## config.mk

```make
export PLATFORM = sky130hd
export DESIGN_NAME = wb_stage
export DESIGN_NICKNAME = d
export VERILOG_FILES = /design/src/rtl/wb_stage.sv
export SDC_FILE = /design/constraint.sdc
export NUM_CORES = 1
export LEC_CHECK = 0
export BUFFER_PORTS_ARGS = -buffer_cell sky130_fd_sc_hd__buf_2
export CAP_MARGIN = 20
export CORE_MARGIN = 5
export CORE_UTILIZATION = 53
export DETAILED_ROUTE_END_ITERATION = 7
export HOLD_SLACK_MARGIN = 0.02
export PLACE_DENSITY = 0.88
export SLEW_MARGIN = 15
export SYNTH_ARGS = -nofsm -noshare
export SYNTH_HDL_FRONTEND = slang
export SYNTH_SLANG_ARGS = --single-unit
```

## constraint.sdc

```tcl
create_clock -name CLK -period 6.69 [get_ports CLK]
set_input_delay 0 -clock CLK [delete_from_list [all_inputs] [get_ports CLK]]
set_output_delay 0 -clock CLK [all_outputs]
set_load 0.005 [all_outputs]
```

## src/rtl/wb_stage.sv

```systemverilog
// wb_stage: MEM/WB register, write-back mux, load-data hold across stalls.
// Optional retire counter built only when WB_RETIRE_CNT_EN is defined.
module wb_stage #(
  parameter int XLEN     = 32,
  parameter int RA_W     = 5,
  parameter int RETIRE_W = 64
) (
  input  logic                CLK,
  input  logic                RST,
  input  logic                VALID_EM,
  input  logic [RA_W-1:0]     RD_EM,
  input  logic                RegWrite_EM,
  input  logic [1:0]          WBSel_EM,
  input  logic [1:0]          MemRead_EM,
  input  logic [XLEN-1:0]     ALU_VAL_EM,
  input  logic [XLEN-1:0]     PC_EM,
  input  logic [XLEN-1:0]     MEM_DATA_M,
  input  logic                STALL,
  input  logic                FLUSH,
  output logic                VALID_W,
  output logic                RF_WE_W,
  output logic [RA_W-1:0]     RF_WA_W,
  output logic [XLEN-1:0]     RF_WD_W,
  output logic [XLEN-1:0]     FWD_VAL_W,
  output logic                LOAD_PEND_W,
  output logic [RETIRE_W-1:0] RETIRE_CNT
);
  typedef enum logic {LIVE, HELD} hold_state_t;
  hold_state_t state, state_nx;
  logic            reg_write_w;
  logic [1:0]      wb_sel_w, mem_read_w;
  logic [XLEN-1:0] alu_w, pc_w, hold_d, mem_val, pc4;
  always_ff @(posedge CLK or posedge RST)
    if (RST) begin
      VALID_W     <= 1'b0;
      RF_WA_W     <= '0;
      reg_write_w <= 1'b0;
      wb_sel_w    <= '0;
      mem_read_w  <= '0;
      alu_w       <= '0;
      pc_w        <= '0;
    end else if (!STALL) begin
      VALID_W     <= VALID_EM & ~FLUSH;
      RF_WA_W     <= FLUSH ? '0 : RD_EM;
      reg_write_w <= RegWrite_EM & ~FLUSH;
      wb_sel_w    <= FLUSH ? '0 : WBSel_EM;
      mem_read_w  <= FLUSH ? '0 : MemRead_EM;
      alu_w       <= FLUSH ? '0 : ALU_VAL_EM;
      pc_w        <= FLUSH ? '0 : PC_EM;
    end
  // Load data is only live for one cycle, so capture it when a stall begins.
  always_comb state_nx = !STALL ? LIVE : (state == LIVE && LOAD_PEND_W) ? HELD : state;
  always_ff @(posedge CLK or posedge RST)
    if (RST) begin
      state  <= LIVE;
      hold_d <= '0;
    end else begin
      state <= state_nx;
      if (state == LIVE && state_nx == HELD) hold_d <= MEM_DATA_M;
    end
  assign mem_val     = (state == HELD) ? hold_d : MEM_DATA_M;
  assign pc4         = pc_w + XLEN'(4);
  assign RF_WD_W     = (wb_sel_w == 2'b01) ? mem_val : (wb_sel_w == 2'b10) ? pc4 : alu_w;
  assign FWD_VAL_W   = RF_WD_W;
  assign RF_WE_W     = VALID_W & reg_write_w & (RF_WA_W != '0);
  assign LOAD_PEND_W = VALID_W & (mem_read_w != 2'b00);
`ifdef WB_RETIRE_CNT_EN
  always_ff @(posedge CLK or posedge RST)
    if (RST) RETIRE_CNT <= '0;
    else if (VALID_W && !STALL) RETIRE_CNT <= RETIRE_CNT + RETIRE_W'(1);
`else
  assign RETIRE_CNT = '0;
`endif
endmodule

```

==> flow_summary.json, run 1 <==
{
  "status": "finished, final reports clean",
  "numCtsBuffers": 9,
  "cp-end-kind": "primary output",
  "power_density_nw_per_um2": 226,
  "drt_wl_total_mm": 19.4,
  "antennaDiodeCount": 0,
  "timing.final.crit_period_ns": 3.06,
  "yosys.area_share.adder": 0.0117,
  "clock_path_buffers": 2,
  "rows": 39,
  "htree_levels": 3,
  "worst_setup_hold_path_clk_slew_ns": 0.08,
  "worstPathMaxFanout": 26,
  "main_combinational_cell_family_by_area_after_synthesis": "compound AO/OA/AOI/OAI gates",
  "first_global_vias": 5553,
  "drt_drc_violations_left": 0,
  "grt-ovfl-total": 0,
  "power_leakage_nw": 3.89,
  "cts.root.buffer_cell": "sky130_fd_sc_hd__clkbuf_16",
  "r2r.worst_path.cells": 3,
  "final_hold_vio_count": 0,
  "grt_antenna_before_repair": 0,
  "yosys.area_share.xor_xnor": 0.0368,
  "startpoint_type": "flop",
  "relSlewSlack": 0.242,
  "layout-area-overhead-vs-synth_pct": 30.1,
  "endpoint_of_the_worst_register_to_register_path": "hold_d[11]$_DFFE_PP0P_",
  "floorplan.die_area_um2": 14000,
  "cts.repair.resized": 0,
  "report.final.slew_viol_count": 0,
  "dr.pass1.iters": 5,
  "start_util": 0.543,
  "hold_worst_slack_ns": 0.272,
  "synthSimpleGateAreaFrac": 0.0858,
  "postSynth.asyncResetShare": 1.00,
  "r2r_start": "state$_DFF_PP0_",
  "path_cells": "nor2b_1, nor2_1, a221o_1, buf_2",
  "hp-class": "input pin to async pin",
  "die_w_um": 118,
  "numPortBuffers": 182,
  "core_region_area_um2": 11400,
  "syn-cell-area_um2": 6190,
  "maximum_clock_frequency_mhz": 327,
  "gpl.final_weighted_congestion": 0.913,
  "tightest_slew_ns": 1.13,
  "synth.mux.area_fraction": 0.110,
  "synth-edff-count": 0,
  "multiInputGateArea_um2": 2830,
  "worst-endpoint-arrival_ns": 3.06,
  "viasPerCell": 5.68,
  "fin_tns_setup_ns": 0,
  "n_fill_cell": 739,
  "synth_instances": 576,
  "yosys_register_bits": 108,
  "clock_insertion_delay_at_the_later_pin_of_the_skew_report_ns": 0.35,
  "die_height_um": 118,
  "postSynthAreaPerCell_um2": 10.8,
  "grt_usage": 0.269,
  "vias_after_detailed_routing": 5442,
  "max-vdd-ir-drop_mv": 0.129,
  "maxCapViolations": 0,
  "worst_path_max_delay_cell": "sky130_fd_sc_hd__dfrtp_1",
  "final-setup-viol-count": 0,
  "crit_start": "wb_sel_w[1]$_DFFE_PP0N_",
  "critical_path.max_stage_delay_ns": 0.83,
  "design.final.nets": 922,
  "global_route_wire_length_before_repair_mm": 30.3,
  "dominantRegCellSynth": "sky130_fd_sc_hd__dfrtp_1",
  "seqCellArea_um2": 2700,
  "dpl.hpwl_mm": 12.6,
  "reg2reg_setup_slack_ns": 4.66,
  "route.detailed.wl_per_inst_um": 20.2,
  "rsz0062_at_grt": "false",
  "yosysWarningCount": 0,
  "critPathRequiredTime_ns": 6.69,
  "detail_route.iter0.violations": 451,
  "io-pin-count": 247,
  "critical_path_class": "flop to primary output",
  "drtAntennaViolNets": 0,
  "ys_seq_area_frac": 0.436,
  "drive_gt1_frac": 0.306,
  "pin_count_of_the_biggest_net_entering_global_routing": 80,
  "cts_num_sinks": 108,
  "worst_clock_skew_ns": 0.0113,
  "synth_compound_gate_area_share": 0.172,
  "synth.distinct_cells": 49,
  "final.period_utilization": 0.457,
  "tritoncts": "done"
}
==> metrics by stage <==
stage | instances | setup slack [ns] | util | area, um2 | total power, mW
final | 958 | 3.63 | 0.706 | 8060 | 1.82
after global routing | 958 | 3.39 | 0.706 | 8060 | 1.89
after CTS | 958 | 3.73 | 0.706 | 8060 | 1.80
after detailed placement | 833 | 4.12 | 0.584 | 6670 | 1.23
after global placement | 833 | 4.18 | 0.584 | 6670 | 1.21
after floorplan | 639 | 3.84 | - | 6430 | 1.13
==> critical path: cells and delay by family (launching register included) <==
family                 cells  cell delay, ns
AND/OR/NAND/NOR            2            1.24
flip-flops                 1            0.83
AO/OA/AOI/OAI              1            0.49
buffers and inverters      1            0.14
==> cells in the mapped netlist, types with 3 or more instances <==
master / count / area, um2
sky130_fd_sc_hd__dfrtp_1: 108 / 2700
sky130_fd_sc_hd__buf_4: 96 / 721
sky130_fd_sc_hd__a22o_1: 74 / 648
sky130_fd_sc_hd__mux2_2: 33 / 372
sky130_fd_sc_hd__mux2i_1: 29 / 290
sky130_fd_sc_hd__nor2_1: 26 / 97.6
sky130_fd_sc_hd__clkbuf_1: 23 / 86.3
sky130_fd_sc_hd__nand2_1: 21 / 78.8
sky130_fd_sc_hd__a21oi_1: 18 / 90.1
sky130_fd_sc_hd__nand3_1: 15 / 75.1
sky130_fd_sc_hd__xnor2_1: 13 / 114
sky130_fd_sc_hd__xor2_1: 13 / 114
sky130_fd_sc_hd__o22ai_1: 11 / 68.8
sky130_fd_sc_hd__a221o_1: 7 / 70.1
sky130_fd_sc_hd__and3_1: 7 / 43.8
sky130_fd_sc_hd__buf_1: 7 / 26.3
sky130_fd_sc_hd__buf_2: 7 / 35.0
sky130_fd_sc_hd__maj3_1: 6 / 60.1
sky130_fd_sc_hd__o221ai_1: 6 / 52.6
sky130_fd_sc_hd__nor3_1: 5 / 25.0
sky130_fd_sc_hd__o21ai_0: 5 / 25.0
sky130_fd_sc_hd__nor4_1: 4 / 25.0
sky130_fd_sc_hd__inv_1: 3 / 11.3
sky130_fd_sc_hd__nand4_1: 3 / 18.8
sky130_fd_sc_hd__o221a_2: 3 / 33.8
==> where the power goes <==
part           total [mW]  switching, mW  internal [mW]
Clock               0.526          0.249          0.277
Sequential          0.848         0.0889          0.759
Combinational       0.444          0.206          0.238
Total                1.82          0.543           1.27
==> flip-flops by register name (all words and copies together) (netlist names) <==
signal and flops:
reg_write_w 1, hold_d 32, mem_read_w 2, alu_w 32
wb_sel_w 2, VALID_W 1, state 1, pc_w 32
RF_WA_W 5
==> placed cells by master (no fill, tap or decap), types with 7 or more instances in the layout <==
master,Yosys,final
sky130_fd_sc_hd__a21oi_1,18,18
sky130_fd_sc_hd__a221o_1,7,7
sky130_fd_sc_hd__and3_1,7,7
sky130_fd_sc_hd__a22o_1,74,74
sky130_fd_sc_hd__clkbuf_16,0,9
sky130_fd_sc_hd__dlygate4sd3_1,0,109
sky130_fd_sc_hd__nor2_1,26,25
sky130_fd_sc_hd__nand3_1,15,15
sky130_fd_sc_hd__dfrtp_1,108,107
sky130_fd_sc_hd__xor2_1,13,13
sky130_fd_sc_hd__conb_1,1,64
sky130_fd_sc_hd__o22ai_1,11,11
sky130_fd_sc_hd__xnor2_1,13,13
sky130_fd_sc_hd__nand2_1,21,21
sky130_fd_sc_hd__mux2i_1,29,29
sky130_fd_sc_hd__mux2_2,33,33
sky130_fd_sc_hd__buf_2,7,182
==> cell type report <==
cell class	count	share of cell area
flip-flops and latches	108	0.336
repair buffers	295	0.252
multi-input cells	392	0.351
clock buffers	11	0.0314
clock inverters	5	0.00528
well taps	143	0.0222
inverters	4	0.00217
==> cell families (layout without fill, tap and decap cells) <==
| logic type | after synthesis | in the layout |
|---|---|---|
| buf+inv | 139 | 315 |
| compound gates | 133 | 133 |
| flops | 108 | 108 |
| simple gates | 98 | 98 |
| mux | 64 | 64 |
| xor+xnor | 26 | 26 |
| fa+ha+maj | 7 | 7 |
| other cells | 1 | 64 |
==> layer usage <==
layer / wire length (um) / GRT usage / share of wire / up-vias
li1: - / - / - / 2413
met1: 7410 / 0.337 / 0.38 / 2604
met2: 9350 / 0.445 / 0.48 / 355
met3: 1740 / 0.0524 / 0.090 / 70
met4: 888 / 0.135 / 0.046 / 0
met5: 0 / 0 / 0 / -
==> repair_timing <==
item                      in CTS  in global routing
setup buffers                  0                  0
hold buffers                 109                  0
hold endpoints to repair     152                  0
==> worst max-delay path by stage <==
stage	cells past startpoint	to
2_1_floorplan	1	RF_WA_W[0]$_DFFE_PP0N_
3_3_place_gp	4	RF_WD_W[29]
3_5_place_dp	4	FWD_VAL_W[30]
4_1_cts	4	FWD_VAL_W[30]
5_1_grt	4	FWD_VAL_W[30]
6_report	4	RF_WD_W[25]
(Power assumes the default switching activity.)
==> run 2: changes to the inputs <==
--- a/config.mk
+++ b/config.mk
@@ -8,10 +8,10 @@
 export BUFFER_PORTS_ARGS = -buffer_cell sky130_fd_sc_hd__buf_2
 export CAP_MARGIN = 20
 export CORE_MARGIN = 5
-export CORE_UTILIZATION = 53
+export CORE_UTILIZATION = 45
 export DETAILED_ROUTE_END_ITERATION = 7
 export HOLD_SLACK_MARGIN = 0.02
-export PLACE_DENSITY = 0.88
+export PLACE_DENSITY = 0.8
 export SLEW_MARGIN = 15
 export SYNTH_ARGS = -nofsm -noshare
 export SYNTH_HDL_FRONTEND = slang
==> constraint.sdc (replaced) <==
create_clock -name CLK -period 2.5 [get_ports CLK]
set_input_delay 0 -clock CLK [delete_from_list [all_inputs] [get_ports CLK]]
set_output_delay 0 -clock CLK [all_outputs]
set_load 0.005 [all_outputs]
==> run 2 against run 1 <==
Against the previous run:
- sequential share of layout area fell by 0.88 points
- total power rose to 2.7 times the previous value
- setup slack got worse by 3.5 ns
- first-iteration DRC count grew 6.2%
- combinational power grew to 2.8 times the previous value
- cell area up 2.7%
- global-route usage shrank 3.7 points
- clock skew is 0.0046 ns lower
- critical path type unchanged
- largest power group unchanged
==> flow_summary.json, run 2 (same netlist as run 1, synthesis figures left out) <==
{
  "status": "finished, final reports clean",
  "timing.hold.worst_path_depth": 2,
  "layout_top_registers": "alu_w x32, hold_d x32, pc_w x32",
  "cp-end-kind": "primary output",
  "gpl.final_weighted_congestion": 0.894,
  "pin_count_of_the_biggest_net_entering_global_routing": 61,
  "hold_start": "STALL",
  "grt_antenna_before_repair": 1,
  "grt-ovfl-total": 0,
  "tightest_slew_ns": 0.681,
  "global_route_wire_length_before_repair_mm": 29.6,
  "die_w_um": 127,
  "drt_wl_total_mm": 19.3,
  "vias_after_detailed_routing": 5511,
  "power_leakage_nw": 3.96,
  "worst_path_max_delay_cell": "sky130_fd_sc_hd__dfrtp_1",
  "reg2reg_setup_slack_ns": 0.70,
  "grt_usage": 0.232,
  "final_hold_vio_count": 0,
  "drtAntennaViolNets": 0,
  "maxCapViolations": 0,
  "fin_tns_setup_ns": 0,
  "critical_path_class": "flop to primary output",
  "floorplan.die_area_um2": 16200,
  "layout_commonest_cell": "sky130_fd_sc_hd__buf_2",
  "viasPerCell": 5.48,
  "die_height_um": 127,
  "hold_worst_slack_ns": 0.103,
  "rows": 42,
  "cts.root.buffer_cell": "sky130_fd_sc_hd__clkbuf_16",
  "start_util": 0.464,
  "startpoint_type": "flop",
  "design.final.nets": 936,
  "max-vdd-ir-drop_mv": 0.351,
  "hp-class": "input pin to flop",
  "route.detailed.wl_per_inst_um": 19.2,
  "mostFrequentLayoutCells": "182 x sky130_fd_sc_hd__buf_2, 109 x sky130_fd_sc_hd__dlygate4sd3_1, 106 x sky130_fd_sc_hd__dfrtp_1",
  "cts_num_sinks": 108,
  "final.period_utilization": 0.956,
  "clock_path_buffers": 2,
  "io-pin-count": 247,
  "detail_route.iter0.violations": 479,
  "hold_path_end": "mem_read_w[1]$_DFFE_PP0N_",
  "timing.final.crit_period_ns": 2.39,
  "cp_buf_inv_count": 1,
  "first_global_vias": 5384,
  "power_density_nw_per_um2": 590,
  "critPathRequiredTime_ns": 2.50,
  "critical_path.max_stage_delay_ns": 0.45,
  "rsz0062_at_grt": "true",
  "drt_drc_violations_left": 0,
  "report.final.slew_viol_count": 0,
  "worst_path_dominant_cell_family": "simple AND/OR/NAND/NOR gates",
  "final-setup-viol-count": 0,
  "dr.pass1.iters": 5,
  "clock_insertion_delay_at_the_later_pin_of_the_skew_report_ns": 0.35,
  "worstPathMaxFanout": 13,
  "htree_levels": 3,
  "tritoncts": "done",
  "drive_gt1_frac": 0.326,
  "relSlewSlack": 0.545,
  "worst_setup_hold_path_clk_slew_ns": 0.07,
  "endpoint_of_the_worst_register_to_register_path": "hold_d[27]$_DFFE_PP0P_",
  "worst_clock_skew_ns": 0.00668,
  "path_cells": "and4_4, nand4_4, nor4_4, xnor2_1, o221ai_1, buf_2",
  "r2r.worst_path.cells": 3,
  "r2r_start": "state$_DFF_PP0_",
  "maximum_clock_frequency_mhz": 419,
  "core_region_area_um2": 13300,
  "numCtsBuffers": 9,
  "worst-endpoint-arrival_ns": 2.39,
  "layout-area-overhead-vs-synth_pct": 33.6,
  "dpl.hpwl_mm": 12.9,
  "n_fill_cell": 1021,
  "numPortBuffers": 182
}
==> run 2: cell count changes in the layout (fill, tap and decap cells not counted), moves of 2 or more <==
cell,previous run,this run
sky130_fd_sc_hd__nor4_1,4,1
sky130_fd_sc_hd__buf_12,0,3
sky130_fd_sc_hd__nor4_2,0,3
sky130_fd_sc_hd__clkinv_2,0,4
sky130_fd_sc_hd__buf_4,4,15
sky130_fd_sc_hd__clkinv_4,2,0
sky130_fd_sc_hd__clkbuf_8,2,0
==> run 2: worst max path at each step <==
stage | from | end | slack, ns | cells after the start
after CTS | pc_w[3]$_DFFE_PP0N_ | FWD_VAL_W[30] | 0.02 | 7
after detailed placement | pc_w[3]$_DFFE_PP0N_ | RF_WD_W[30] | 0.34 | 7
after floorplan | pc_w[2]$_DFFE_PP0N_ | RF_WD_W[30] | 0.58 | 7
final | pc_w[4]$_DFFE_PP0N_ | RF_WD_W[31] | 0.11 | 6
after global placement | pc_w[3]$_DFFE_PP0N_ | RF_WD_W[30] | 0.42 | 7
after global routing | pc_w[4]$_DFFE_PP0N_ | RF_WD_W[31] | 0.002 | 6
==> run 2: cell type report <==
cell class	instances	area [um2]	area share
Tap cell	176	220	0.0266
Sequential cell	108	2710	0.327
Inverter	4	18.8	0.00227
Clock buffer	9	225	0.0272
Timing Repair Buffer	309	2170	0.263
Multi-Input combinational cell	392	2870	0.346
Antenna cell	1	2.50	0.000302
Clock inverter	7	66.3	0.00801
==> run 2: power by group <==
part | switching (mW) | internal, mW | leakage, nW | total (mW)
clock network | 0.650 | 0.774 | 0.145 | 1.42
registers | 0.204 | 2.03 | 1.38 | 2.24
logic | 0.566 | 0.661 | 2.44 | 1.23
total | 1.42 | 3.47 | 3.96 | 4.89
==> run 2: worst register-to-register path, cell delays in order (launching register included) <==
cell and delay (ns):
sky130_fd_sc_hd__dfrtp_2 0.63, sky130_fd_sc_hd__and3b_1 0.32, sky130_fd_sc_hd__buf_4 0.33, sky130_fd_sc_hd__mux2_2 0.41
==> run 2: metal layers <==
| layer | wire (um) | part of all wire | GRT usage | up-vias |
|---|---|---|---|---|
| met5 | 0 | 0 | 0 | - |
| met4 | 800 | 0.042 | 0.106 | 0 |
| met3 | 1580 | 0.082 | 0.0351 | 64 |
| met2 | 9010 | 0.47 | 0.367 | 357 |
| met1 | 7880 | 0.41 | 0.316 | 2643 |
| li1 | - | - | - | 2447 |
==> run 2: through the flow <==
step	power (mW)	util	worst slack, ns	instances	area, um2
2_1_floorplan	3.02	-	0.581	639	6430
3_3_place_gp	3.28	0.513	0.417	878	6840
3_5_place_dp	3.31	0.513	0.340	878	6840
4_1_cts	4.86	0.617	0.0220	1003	8230
5_1_grt	5.10	0.620	0.00247	1006	8280
6_report	4.89	0.620	0.111	1006	8280
==> run 2: timing repair <==
item	CTS	global route
endpoints found under the hold margin	134	0
pin swaps	0	2
cloned	0	0
hold buffers	109	0
endpoints found under the setup margin	2	12
setup buffers	0	2
resized for setup	2	6
